File: config.mk
export PLATFORM = sky130hd
export DESIGN_NAME = sub_12_12_bit_pipe
export DESIGN_NICKNAME = d
export VERILOG_FILES = /design/src/rtl/sub_12_12_bit_pipe_pkg.sv /design/src/rtl/sub_12_12_bit_pipe_slice.sv /design/src/rtl/sub_12_12_bit_pipe.sv
export SDC_FILE = /design/constraint.sdc
export NUM_CORES = 1
export LEC_CHECK = 0
export ABC_AREA = 1
export ABC_CLOCK_PERIOD_IN_PS = 4100
export CAP_MARGIN = 15
export CORE_MARGIN = 5
export CORE_UTILIZATION = 37
export DETAILED_ROUTE_END_ITERATION = 6
export GPL_TIMING_DRIVEN = 1
export PLACE_DENSITY_LB_ADDON = 0.1
export SKIP_CTS_REPAIR_TIMING = 1
export SYNTH_ARGS = -nofsm -noshare
export SYNTH_HDL_FRONTEND = slang
export SYNTH_SLANG_ARGS = --single-unit
File: constraint.sdc
create_clock -name clk -period 4.1 [get_ports clk]
set_input_delay 1.23 -clock clk [delete_from_list [all_inputs] [get_ports clk]]
set_output_delay 1.23 -clock clk [all_outputs]
set_load 0.005 [all_outputs]
File: src/rtl/sub_12_12_bit_pipe_pkg.sv
// Shared arithmetic settings for the sliced 12-bit subtractor pipeline.
//   SUB_WIDTH      : default total operand width
//   SUB_SLICE      : default width of one subtractor slice
//   SUB_NUM_SLICES : number of slices making up one operand
package sub_12_12_bit_pipe_pkg;

    localparam int SUB_WIDTH      = 12;
    localparam int SUB_SLICE      = 6;
    localparam int SUB_NUM_SLICES = SUB_WIDTH / SUB_SLICE;

endpackage

File: src/rtl/sub_12_12_bit_pipe_slice.sv
// One combinational subtractor slice: {bout, result} = a - b - bin.
// Ports:
//   a, b   : SLICE-bit unsigned operands
//   bin    : borrow in from the less significant slice
//   result : (a - b - bin) mod 2^SLICE
//   bout   : 1 when a < b + bin
module sub_6_6_6_bits
    import sub_12_12_bit_pipe_pkg::*;
#(
    parameter int SLICE = SUB_SLICE
) (
    input  logic [SLICE-1:0] a,
    input  logic [SLICE-1:0] b,
    input  logic             bin,
    output logic [SLICE-1:0] result,
    output logic             bout
);

    // One extra bit wide: a true difference of at least -2^SLICE leaves the
    // extra MSB set exactly when the slice borrows.
    logic [SLICE:0] wide;

    always_comb begin
        wide   = {1'b0, a} - {1'b0, b} - {{SLICE{1'b0}}, bin};
        result = wide[SLICE-1:0];
        bout   = wide[SLICE];
    end

endmodule

File: src/rtl/sub_12_12_bit_pipe.sv
// Two-stage pipelined unsigned subtractor: diff = (a - b) mod 2^WIDTH.
// Stage 1 subtracts the low slice and carries the high operand halves plus
// the low borrow; stage 2 subtracts the high slice and holds the result.
// Ports:
//   clk, rst_n           : clock, asynchronous active-low reset
//   in_valid/in_ready    : operand handshake (a, b)
//   out_valid/out_ready  : result handshake (diff, borrow_out)
//   borrow_out           : 1 when a < b unsigned
// WIDTH must equal 2*SLICE.
module sub_12_12_bit_pipe
    import sub_12_12_bit_pipe_pkg::*;
#(
    parameter int WIDTH = SUB_WIDTH,
    parameter int SLICE = SUB_SLICE
) (
    input  logic             clk,
    input  logic             rst_n,
    input  logic             in_valid,
    output logic             in_ready,
    input  logic [WIDTH-1:0] a,
    input  logic [WIDTH-1:0] b,
    output logic             out_valid,
    input  logic             out_ready,
    output logic [WIDTH-1:0] diff,
    output logic             borrow_out
);

    logic             s1_valid;
    logic [SLICE-1:0] s1_d_lo;
    logic             s1_borrow_lo;
    logic [SLICE-1:0] s1_a_hi;
    logic [SLICE-1:0] s1_b_hi;

    logic             s2_valid;
    logic [WIDTH-1:0] s2_diff;
    logic             s2_borrow;

    logic             s2_ready;
    logic             s1_adv;
    logic             accept;

    logic [SLICE-1:0] lo_result;
    logic             lo_bout;
    logic [SLICE-1:0] hi_result;
    logic             hi_bout;

    // Readiness ripples back combinationally from out_ready; there is no skid
    // buffer, so a full pipe stalls the input in the same cycle.
    assign s2_ready = !s2_valid || out_ready;
    assign s1_adv   = s1_valid && s2_ready;
    assign in_ready = !s1_valid || s2_ready;
    assign accept   = in_valid && in_ready;

    sub_6_6_6_bits #(.SLICE(SLICE)) u_slice_lo (
        .a      (a[SLICE-1:0]),
        .b      (b[SLICE-1:0]),
        .bin    (1'b0),
        .result (lo_result),
        .bout   (lo_bout)
    );

    sub_6_6_6_bits #(.SLICE(SLICE)) u_slice_hi (
        .a      (s1_a_hi),
        .b      (s1_b_hi),
        .bin    (s1_borrow_lo),
        .result (hi_result),
        .bout   (hi_bout)
    );

    always_ff @(posedge clk or negedge rst_n) begin
        if (!rst_n) begin
            s1_valid     <= 1'b0;
            s1_d_lo      <= '0;
            s1_borrow_lo <= 1'b0;
            s1_a_hi      <= '0;
            s1_b_hi      <= '0;
        end else begin
            if (in_ready) begin
                s1_valid <= in_valid;
            end
            if (accept) begin
                s1_d_lo      <= lo_result;
                s1_borrow_lo <= lo_bout;
                s1_a_hi      <= a[WIDTH-1:SLICE];
                s1_b_hi      <= b[WIDTH-1:SLICE];
            end
        end
    end

    always_ff @(posedge clk or negedge rst_n) begin
        if (!rst_n) begin
            s2_valid  <= 1'b0;
            s2_diff   <= '0;
            s2_borrow <= 1'b0;
        end else begin
            if (s2_ready) begin
                s2_valid <= s1_valid;
            end
            if (s1_adv) begin
                s2_diff   <= {hi_result, s1_d_lo};
                s2_borrow <= hi_bout;
            end
        end
    end

    assign out_valid  = s2_valid;
    assign diff       = s2_diff;
    assign borrow_out = s2_borrow;

endmodule

==> run metrics <==
endpoints failing setup=0; Global Route Usage Sum=0.115; grt ovf=0; #FFs+latches synth=34; area of the mapped netlist=1970 um2; MaxCap Viol Count=0; cells on worst reg2reg path=11; Setup CP Type=primary input to primary output; Final Hold Violating Endpoints=0; top cells by area, synth=dfrtp_1, nand2_1, ha_1, inv_1, o21ai_2; share of post-route cells with drive strength above 1=0.0804; Synth area leader=dfrtp_1; CTS buffer count=5; area share of the largest cell type after synthesis=0.433; syn nets=287; vias post-DR=1,539; fillcell total=553; Worst Setup End Kind=primary output; Hold WC Path Type=flop to flop; vias per inst=4.32; vias in the first global route=1,456; num rows=26; clk sink count=34; WP data required=2870 ps; post-route cell area=2540 um2; cell count after synthesis=240; Clock transition at path regs=70 ps; Final Core Density=0.495; TNS Setup=0 ps; P per Cell Area=492 nW/um2; relative slew slack=0.715; drt wl/cell=9.97 um; worst min-delay path endpoint=diff[2]; drt total wl=3550 um; CTS tree=built; worst-margin pin slew=428 ps; Slew Viols, Final=0; reg-to-reg slack, setup=2140 ps; GPL Wtd Cong=0.831; drt pass-1 iters=4; Final ANT Viol Nets=0; Pleak=1.32 nW; status=completed; clk_lat worst skew=280 ps; WP data arrival=2350 ps; DP Area=2440 um2; width of the die=82.9 um; clock skew=3.35 ps; core area=5140 um2; Yosys warning count=0; most frequent cells after synthesis=nand2_1, inv_1, dfrtp_1, ha_1, nand3_1; DR DRC count=0; Synth Flop Type=dfrtp_1; sequential share of the synthesized area=0.433; post-DP HPWL=2740 um; Max clock buf depth=2; Port Buffer Count=42; largest net degree at the start of global routing=35; Final Critical Period=3580 ps; worst r2r dst=borrow_out; crit-path max FO=3; chip height=82.9 um; RR Startpoint=s1_borrow_lo; number of enable flip-flop cells after synthesis=0; Starting Density=0.383; Post-synth ARST share=1.00; critical hold path startpoint=s1_d_lo[2]; Root Buffer=clkbuf_8; achievable frequency=279 MHz; Synth cell types=26; fin nets=332; count leader, synth=nand2_1; # IOs=43; first-pass GRT wire length=6470 um; Mean Syn Cell Area=8.20 um2; H-tree depth=2; die area=6870 um2; Tcrit/Tclk final=0.873; initial drt markers=93; RSZ-0062 raised after global routing=no; initial antenna violation count=0; Hold Path Depth=2; area delta synth->final=29.4%; antenna cell count=0; worst vdd ir=0.148 mV; crit start category=primary input
[cells by family after synthesis]
| family | count (synthesis) | share of synthesized area |
|---|---|---|
| adder cells (fa/ha/maj) | 19 | 0.132 |
| buffers and inverters | 45 | 0.101 |
| XOR/XNOR | 3 | 0.0134 |
| flip-flops | 34 | 0.433 |
| AND/OR/NAND/NOR | 116 | 0.242 |
| AO/OA/AOI/OAI | 23 | 0.0782 |
[cells in the final DEF (no fill, tap or decap), types with 3 or more instances in the layout]
master	instances
ha_1	16
fa_1	3
clkbuf_8	5
clkdlybuf4s50_1	42
nand2_1	91
nand3_1	11
o21ai_2	7
o21ai_0	7
dfrtp_1	34
inv_1	37
a21oi_1	5
nor2_1	7
[flip-flops by register name, summed over array words and instances (netlist names)]
name,flops
s1_a_hi,6
borrow_out,1
s1_valid,1
s1_borrow_lo,1
out_valid,1
s1_b_hi,6
diff,12
s1_d_lo,6
[metal layers]
layer / global-route usage / up-vias / wire length (um)
met5: 0 / - / 0
li1: - / 826 / -
met2: 0.174 / 50 / 1460
met1: 0.146 / 654 / 1740
met3: 0.0366 / 9 / 263
met4: 0.0579 / 0 / 82
[power breakdown]
part,total (mW),internal (mW),switching (mW)
Combinational,0.486,0.250,0.236
Clock,0.296,0.179,0.117
Sequential,0.469,0.424,0.0446
[per-stage QoR]
step	cells	total power, mW	hold WS [ps]	worst slack [ps]
final	356	1.25	474	522
after CTS	356	1.28	479	512
after floorplan	240	0.768	442	1510
after detailed placement	348	0.970	461	516
after global routing	356	1.38	497	463
after global placement	348	0.962	453	524
[worst max-delay path, stage by stage]
cell and delay [ps]:
clkdlybuf4s50_1 470, inv_2 40, nand3_2 90, clkdlybuf4s50_1 510
[cell type report]
| type | count | area (um2) | area share |
|---|---|---|---|
| timing repair buffer | 43 | 428 | 0.168 |
| tap | 70 | 87.6 | 0.0344 |
| clock buffer | 5 | 68.8 | 0.0270 |
| clock inverter | 3 | 40.0 | 0.0157 |
| multi-input combinational | 161 | 917 | 0.360 |
| inverter | 40 | 153 | 0.0600 |
| sequential | 34 | 851 | 0.334 |
[how the worst max path moves through the flow]
stage,startpoint,end,slack (ps),depth (start not counted)
final,out_ready,in_ready,520,4
after global routing,out_ready,in_ready,460,4
after CTS,out_ready,in_ready,510,4
after detailed placement,out_ready,in_ready,520,4
after global placement,out_ready,in_ready,520,4
after floorplan,out_ready,in_ready,1510,2
Power figures use the tool's default switching activity.
